## src/rtl/psum_accumulator.sv

```systemverilog
// psum_accumulator
//   Captures one partial sum per PE row from the systolic array and accumulates
//   them across routing passes in a bank of saturating accumulators. On a flush
//   request the bank is drained serially: each accumulator is requantized
//   (rounding right shift, optional ReLU, saturation to DATA_WIDTH) and emitted
//   with an output-SRAM write address over a valid/ready handshake.
//
// Ports
//   i_clk            clock, rising edge
//   i_nrst           asynchronous active-low reset
//   i_reg_clear      synchronous clear (highest priority after reset)
//   i_en             enables accept of i_psum_valid / i_flush while accumulating
//   i_psum_valid     i_psum carries one partial sum per row
//   i_psum           row r at [r*PSUM_WIDTH +: PSUM_WIDTH], signed
//   i_first          with i_psum_valid: load instead of add
//   i_flush          request drain of all ROWS accumulators
//   i_shift          requant right shift, sampled on flush
//   i_relu_en        ReLU enable, sampled on flush
//   i_out_base_addr  first write address, sampled on flush
//   o_data/o_addr    requantized word and its SRAM address
//   o_valid/i_ready  output handshake
//   o_busy           high while draining
//   o_done           one-cycle pulse after the last word is accepted
//   o_overflow       sticky accumulator saturation flag
module psum_accumulator #(
  parameter int DATA_WIDTH = 8,
  parameter int PSUM_WIDTH = 24,
  parameter int ROWS       = 4,
  parameter int ADDR_WIDTH = 8
) (
  input  logic                       i_clk,
  input  logic                       i_nrst,
  input  logic                       i_reg_clear,
  input  logic                       i_en,
  input  logic                       i_psum_valid,
  input  logic [ROWS*PSUM_WIDTH-1:0] i_psum,
  input  logic                       i_first,
  input  logic                       i_flush,
  input  logic [4:0]                 i_shift,
  input  logic                       i_relu_en,
  input  logic [ADDR_WIDTH-1:0]      i_out_base_addr,
  output logic [DATA_WIDTH-1:0]      o_data,
  output logic [ADDR_WIDTH-1:0]      o_addr,
  output logic                       o_valid,
  input  logic                       i_ready,
  output logic                       o_busy,
  output logic                       o_done,
  output logic                       o_overflow
);

  localparam int IDX_W = (ROWS > 1) ? $clog2(ROWS) : 1;

  localparam logic signed [PSUM_WIDTH-1:0] ACC_MAX = {1'b0, {(PSUM_WIDTH-1){1'b1}}};
  localparam logic signed [PSUM_WIDTH-1:0] ACC_MIN = {1'b1, {(PSUM_WIDTH-1){1'b0}}};

  // Requant limits expressed at the widened (PSUM_WIDTH+1) working width.
  localparam logic signed [PSUM_WIDTH:0] Q_MAX = (PSUM_WIDTH+1)'((2**(DATA_WIDTH-1)) - 1);
  localparam logic signed [PSUM_WIDTH:0] Q_MIN = -Q_MAX - (PSUM_WIDTH+1)'(1);

  typedef enum logic [1:0] {
    ST_ACCUM = 2'd0,
    ST_DRAIN = 2'd1,
    ST_DONE  = 2'd2
  } state_e;

  state_e                        state_q, state_d;
  logic        [IDX_W-1:0]       idx_q, idx_d;
  logic signed [PSUM_WIDTH-1:0]  acc_q [ROWS];
  logic signed [PSUM_WIDTH-1:0]  acc_d [ROWS];
  logic        [4:0]             shift_q, shift_d;
  logic                          relu_q, relu_d;
  logic        [ADDR_WIDTH-1:0]  base_q, base_d;
  logic        [DATA_WIDTH-1:0]  data_q, data_d;
  logic        [ADDR_WIDTH-1:0]  addr_q, addr_d;
  logic                          ovf_q, ovf_d;

  logic                          accept;
  logic signed [PSUM_WIDTH-1:0]  sel_acc;

  // Rounding right shift, optional ReLU, then saturation to DATA_WIDTH.
  // The rounding add is done one bit wider than the accumulator.
  function automatic logic [DATA_WIDTH-1:0] requant(
    input logic signed [PSUM_WIDTH-1:0] a,
    input logic        [4:0]            sh,
    input logic                         relu
  );
    logic signed [PSUM_WIDTH:0] ext;
    logic signed [PSUM_WIDTH:0] rnd;
    logic signed [PSUM_WIDTH:0] v;
    ext = {a[PSUM_WIDTH-1], a};
    if (sh != 5'd0) begin
      rnd = $signed((PSUM_WIDTH+1)'(1) << (sh - 5'd1));
      v   = (ext + rnd) >>> sh;
    end else begin
      v = ext;
    end
    if (relu && v[PSUM_WIDTH]) begin
      v = '0;
    end
    if (v > Q_MAX) begin
      v = Q_MAX;
    end else if (v < Q_MIN) begin
      v = Q_MIN;
    end
    return v[DATA_WIDTH-1:0];
  endfunction

  assign accept = (state_q == ST_ACCUM) && i_en;

  // Accumulator bank update with saturation and overflow detection.
  always_comb begin
    logic signed [PSUM_WIDTH-1:0] p;
    logic signed [PSUM_WIDTH:0]   sum;
    ovf_d = ovf_q;
    for (int unsigned r = 0; r < ROWS; r++) begin
      acc_d[r] = acc_q[r];
      p        = i_psum[r*PSUM_WIDTH +: PSUM_WIDTH];
      sum      = {acc_q[r][PSUM_WIDTH-1], acc_q[r]} + {p[PSUM_WIDTH-1], p};
      if (accept && i_psum_valid) begin
        if (i_first) begin
          acc_d[r] = p;
        end else if (sum[PSUM_WIDTH] != sum[PSUM_WIDTH-1]) begin
          // Sign of the widened sum tells which rail was crossed.
          acc_d[r] = sum[PSUM_WIDTH] ? ACC_MIN : ACC_MAX;
          ovf_d    = 1'b1;
        end else begin
          acc_d[r] = sum[PSUM_WIDTH-1:0];
        end
      end
    end
  end

  // Control FSM and drain sequencing.
  always_comb begin
    state_d = state_q;
    idx_d   = idx_q;
    shift_d = shift_q;
    relu_d  = relu_q;
    base_d  = base_q;
    unique case (state_q)
      ST_ACCUM: begin
        if (accept && i_flush) begin
          state_d = ST_DRAIN;
          idx_d   = '0;
          shift_d = i_shift;
          relu_d  = i_relu_en;
          base_d  = i_out_base_addr;
        end
      end
      ST_DRAIN: begin
        if (i_ready) begin
          if (idx_q == IDX_W'(ROWS - 1)) begin
            state_d = ST_DONE;
            idx_d   = '0;
          end else begin
            idx_d = idx_q + IDX_W'(1);
          end
        end
      end
      ST_DONE: begin
        state_d = ST_ACCUM;
      end
      default: begin
        state_d = ST_ACCUM;
        idx_d   = '0;
      end
    endcase
  end

  // The output word is computed from next-state values so that it is already
  // registered in the first DRAIN cycle, including any same-cycle psum update
  // and the freshly latched shift/relu/base. While stalled, idx_d == idx_q and
  // the accumulators are frozen, so the word is naturally held.
  always_comb begin
    sel_acc = acc_d[idx_d];
    data_d  = '0;
    addr_d  = '0;
    if (state_d == ST_DRAIN) begin
      data_d = requant(sel_acc, shift_d, relu_d);
      addr_d = base_d + ADDR_WIDTH'(idx_d);
    end
  end

  always_ff @(posedge i_clk or negedge i_nrst) begin
    if (!i_nrst) begin
      state_q <= ST_ACCUM;
      idx_q   <= '0;
      shift_q <= '0;
      relu_q  <= 1'b0;
      base_q  <= '0;
      data_q  <= '0;
      addr_q  <= '0;
      ovf_q   <= 1'b0;
      for (int unsigned r = 0; r < ROWS; r++) begin
        acc_q[r] <= '0;
      end
    end else if (i_reg_clear) begin
      state_q <= ST_ACCUM;
      idx_q   <= '0;
      shift_q <= '0;
      relu_q  <= 1'b0;
      base_q  <= '0;
      data_q  <= '0;
      addr_q  <= '0;
      ovf_q   <= 1'b0;
      for (int unsigned r = 0; r < ROWS; r++) begin
        acc_q[r] <= '0;
      end
    end else begin
      state_q <= state_d;
      idx_q   <= idx_d;
      shift_q <= shift_d;
      relu_q  <= relu_d;
      base_q  <= base_d;
      data_q  <= data_d;
      addr_q  <= addr_d;
      ovf_q   <= ovf_d;
      for (int unsigned r = 0; r < ROWS; r++) begin
        acc_q[r] <= acc_d[r];
      end
    end
  end

  assign o_data     = data_q;
  assign o_addr     = addr_q;
  assign o_valid    = (state_q == ST_DRAIN);
  assign o_busy     = (state_q == ST_DRAIN);
  assign o_done     = (state_q == ST_DONE);
  assign o_overflow = ovf_q;

endmodule
```

## config.mk

```make
export PLATFORM = sky130hd
export DESIGN_NAME = psum_accumulator
export DESIGN_NICKNAME = d
export VERILOG_FILES = /design/src/rtl/psum_accumulator.sv
export SDC_FILE = /design/constraint.sdc
export NUM_CORES = 1
export LEC_CHECK = 0
export CAP_MARGIN = 5
export CELL_PAD_IN_SITES_DETAIL_PLACEMENT = 1
export CELL_PAD_IN_SITES_GLOBAL_PLACEMENT = 1
export CORE_UTILIZATION = 30
export DETAILED_ROUTE_END_ITERATION = 16
export DONT_BUFFER_PORTS = 1
export PLACE_DENSITY_LB_ADDON = 0.1
export SYNTH_ARGS = -nofsm -noshare
export SYNTH_HDL_FRONTEND = slang
export SYNTH_SLANG_ARGS = --single-unit
```

## constraint.sdc

```tcl
create_clock -name i_clk -period 9.3 [get_ports i_clk]
set_clock_uncertainty 0.1 [all_clocks]
set_input_delay 2.79 -clock i_clk [delete_from_list [all_inputs] [get_ports i_clk]]
set_output_delay 2.79 -clock i_clk [all_outputs]
set_load 0.05 [all_outputs]
```

==> results by group <==
Pwr
  • Sequential share of power: 0.181
  • Switching power as a share of total power: 0.4422
  • Power per cell area: 140.8 nW/um2
  • Clock power frac: 0.209
  • Leakage power summed over all cells: 11.57 nW
  • Power Internal: 2.073 mW
  • Post-route total power: 3.717 mW
  • Worst IR Drop VDD: 0.0001523 V
  • Power dissipated by switching net loads: 1.644 mW
  • Logic pwr share: 0.610

STA
  • Crit path time final: 9806 ps
  • Final Cycle Share: 1.054
  • Setup slack of the critical path after layout: -505.6 ps
  • Max-slew violations: 0
  • Setup Viol. Count Final: 7
  • Upper clock frequency limit: 102.0 MHz
  • Worst slew pin tran: 1078 ps
  • Final-report hold violation count: 0
  • Worst rel slew slack: 0.2780
  • Setup repair after global routing missed its margin: true

Synthesis
  • Cell taking the most area after synthesis: dfrtp_1
  • Average size of a mapped cell: 7.208 um2
  • Most repeated cell in the gate-level netlist after synthesis: nand2_1
  • Number of flops mapped to enable cells by yosys: 0
  • Post-Synthesis Cell Area: 17490 um2
  • Main area contributors after synthesis: dfrtp_1, ha_1, a21oi_1, nand2_1, o21ai_0
  • Main flop type after synthesis: dfrtp_1
  • Leading post-synthesis cells by instance count: nand2_1, nor2_1, a21oi_1, o21ai_0, dfrtp_1
  • Distinct cells, synth: 94
  • Synth Register Bits: 131
  • Gate count after technology mapping: 2426
  • Async set-or-reset flop fraction in the synthesized netlist: 1.000
  • Sequential share of the synthesized area: 0.1875
  • Yosys top cell area share: 0.1875
  • Synth warn: 0
  • Total nets after synthesis: 2679

Die
  • Floorplan core area: 57700 um2
  • Chip height: 243.4 um
  • Die outline area: 59260 um2
  • Total I/O pin count: 138
  • Effective utilization at floorplan: 0.3031
  • Rows: 88
  • Die outline width: 243.4 um

Layout
  • Footprint of the multi-input gates: 15450 um2
  • Synth-to-Final Area Change: 50.98%
  • Sequential cell area: 3278 um2
  • Post-layout instance area: 26400 um2
  • Fraction of layout cells with a size suffix above 1: 0.3585
  • Number of nets in the final layout: 3311
  • Filler Cell Count: 7072

Clock tree
  • CTS H-tree depth: 4
  • Insertion delay of the later-clocked pin in the worst-skew pair: 500 ps
  • Clock-pin slew on the worst setup and hold paths: 70 ps
  • Number of clock buffers inserted by TritonCTS: 17
  • Total clock sinks: 131
  • Max Buffers Root-to-Sink: 2
  • TritonCTS clock tree: done
  • Root Buffer Master: clkbuf_16
  • Hold-fix buffer count after cts: 0

Place
  • Worst-case setup slack after placement: -1830 ps
  • Estimated wirelength of the detail-placed design: 79.15 mm
  • Post-detailed-placement cell area: 23720 um2
  • Weighted congestion reported at the end of routability-driven placement: 0.9753
  • Count of buffers inserted at the top-level ports: 0

Worst setup path
  • Kind of end point of the critical path: register
  • Critical path's top delay family: compound AO/OA/AOI/OAI gates
  • Critical Path RT: 9610 ps
  • Max FO, Critical Path: 6
  • Number of buffer and inverter instances along the worst setup path: 5
  • CP max stage delay: 550 ps
  • Critical path arrival: 10120 ps
  • Start-to-end type of the worst setup path: input pin to register
  • Critical path's slowest cell: or4_4
  • Type of origin of the critical path: input pin

Drt
  • Wirelength, routed: 100.3 mm
  • Total vias in the final route: 22740
  • Post-DRT Antenna Nets: 0
  • Average via count per standard cell: 5.927
  • Starting DRT DRC Count: 1399
  • Per-cell routed wire length: 26.14 um
  • Residual DRC count: 0
  • Iteration count of the initial detailed-routing pass: 5

Flow run
  • Total of max-cap violations: 0

GRT
  • Combined global-route utilization of all metal layers: 0.3340
  • Initial antenna violation count: 1
  • Via count of the first global-routing pass: 23660
  • Maximum number of pins on one net before global-route repair: 132
  • Leftover overflow at the end of global routing: 0
  • Global-route wire length before repair: 151.3 mm

Outcome
  • Run status: finished with violations
  • Violated checks: negative setup slack

Min path
  • Min-Delay Path Class: register to register
## flip-flops by register name, indices dropped and copies added, names as in the netlist
name / flops
state_q: 2
o_data: 8
idx_q: 2
o_overflow: 1
base_q: 8
relu_q: 1
acc_q: 96
o_addr: 8
shift_q: 5
## cells in the final DEF (no fill, tap or decap), types with 11 or more instances in the layout
master,instances
a21oi_4,11
or3_1,21
and3_1,28
nor2b_1,17
xor2_1,32
nand2b_1,27
o211ai_1,67
xnor2_1,47
a211oi_1,26
o21ai_0,155
o21ai_2,17
nand4_1,27
or2_2,11
dfrtp_1,131
ha_1,87
nand3_1,76
clkbuf_16,17
inv_1,34
a211o_1,22
buf_4,727
o21ai_1,39
o21a_1,36
buf_6,16
a31oi_1,32
nor3_1,50
a21oi_2,36
a21oi_1,175
nand2_1,267
buf_12,14
mux2i_1,28
a21o_1,32
o31ai_1,12
a211oi_2,13
ha_4,37
nor2_1,257
and2_1,29
## layer usage
layer	GRT usage	share of wire	vias to the layer above	wire [um]
met5	0	0	-	0
met4	0.09230	0.028	0	2777
met3	0.05299	0.054	145	5390
met2	0.5573	0.47	553	46950
met1	0.4428	0.45	11580	45180
li1	-	-	10460	-
## final timing paths
check / from / to / slack (ps) / cells past startpoint
setup reg to reg: acc_q[49] / o_data[0] / 1330 / 36
hold reg to reg: acc_q[57] / acc_q[57] / 470 / 2
max in group asynchronous: i_nrst / acc_q[82] / 6980 / 0
hold / removal: acc_q[57] / acc_q[57] / 470 / 2
setup / recovery: i_psum[25] / o_data[0] / -510 / 36
min in group asynchronous: i_nrst / acc_q[23] / 1890 / 0
## cells by family after synthesis
| logic type | count (synthesis) | synth area share |
|---|---|---|
| AND/OR/NAND/NOR | 911 | 0.2471 |
| adder cells (fa/ha/maj) | 135 | 0.09918 |
| AO/OA/AOI/OAI | 930 | 0.3528 |
| buffers and inverters | 185 | 0.04057 |
| multiplexers | 47 | 0.02841 |
| flip-flops | 131 | 0.1875 |
| XOR/XNOR | 87 | 0.04444 |
## final cells by class
type                            count  area share
Clock buffer                       17     0.01611
Tap cell                          765     0.03626
Timing Repair Buffer              758      0.2247
Clock inverter                     15    0.007441
Multi-Input combinational cell   2110      0.5852
Sequential cell                   131      0.1242
Antenna cell                        1  0.00009479
Inverter                           40    0.005972
## power groups by stage
stage / clock network [mW] / registers, mW / logic [mW]
6_report: 0.778 / 0.673 / 2.27
3_5_place_dp: 0 / 0.681 / 1.96
4_1_cts: 0.788 / 0.672 / 2.14
5_1_grt: 0.806 / 0.676 / 2.41
3_3_place_gp: 0 / 0.679 / 1.93
2_1_floorplan: 0 / 0.662 / 1.03
## per-stage QoR
stage / util / std cells / setup TNS, ps / hold slack, ps
4_1_cts: 0.4454 / 3822 / -3264 / 466.1
3_3_place_gp: 0.4111 / 3749 / -13200 / 434.0
5_1_grt: 0.4575 / 3836 / -5155 / 490.1
2_1_floorplan: - / 2426 / -607.8 / 398.2
3_5_place_dp: 0.4111 / 3749 / -13140 / 447.5
6_report: 0.4576 / 3837 / -3331 / 468.3
## timing repair
action                                  4_1_cts  5_1_grt
pin swaps                                    98       69
endpoints found under the setup margin        7        7
setup buffers                                45       15
endpoints found under the hold margin         0        0
resized for setup                           216      111
## worst register-to-register path: cells and delay by family, from the launching register on
family	cells	cell delay, ps
and+or+nand+nor	8	1800
AOI/OAI and AO/OA	18	3320
DFF	1	440
adders and majority gates	3	880
xor gates and xnor gates	2	540
buffers and inverters	5	800
Note: power is estimated with default switching activity, not from simulation.
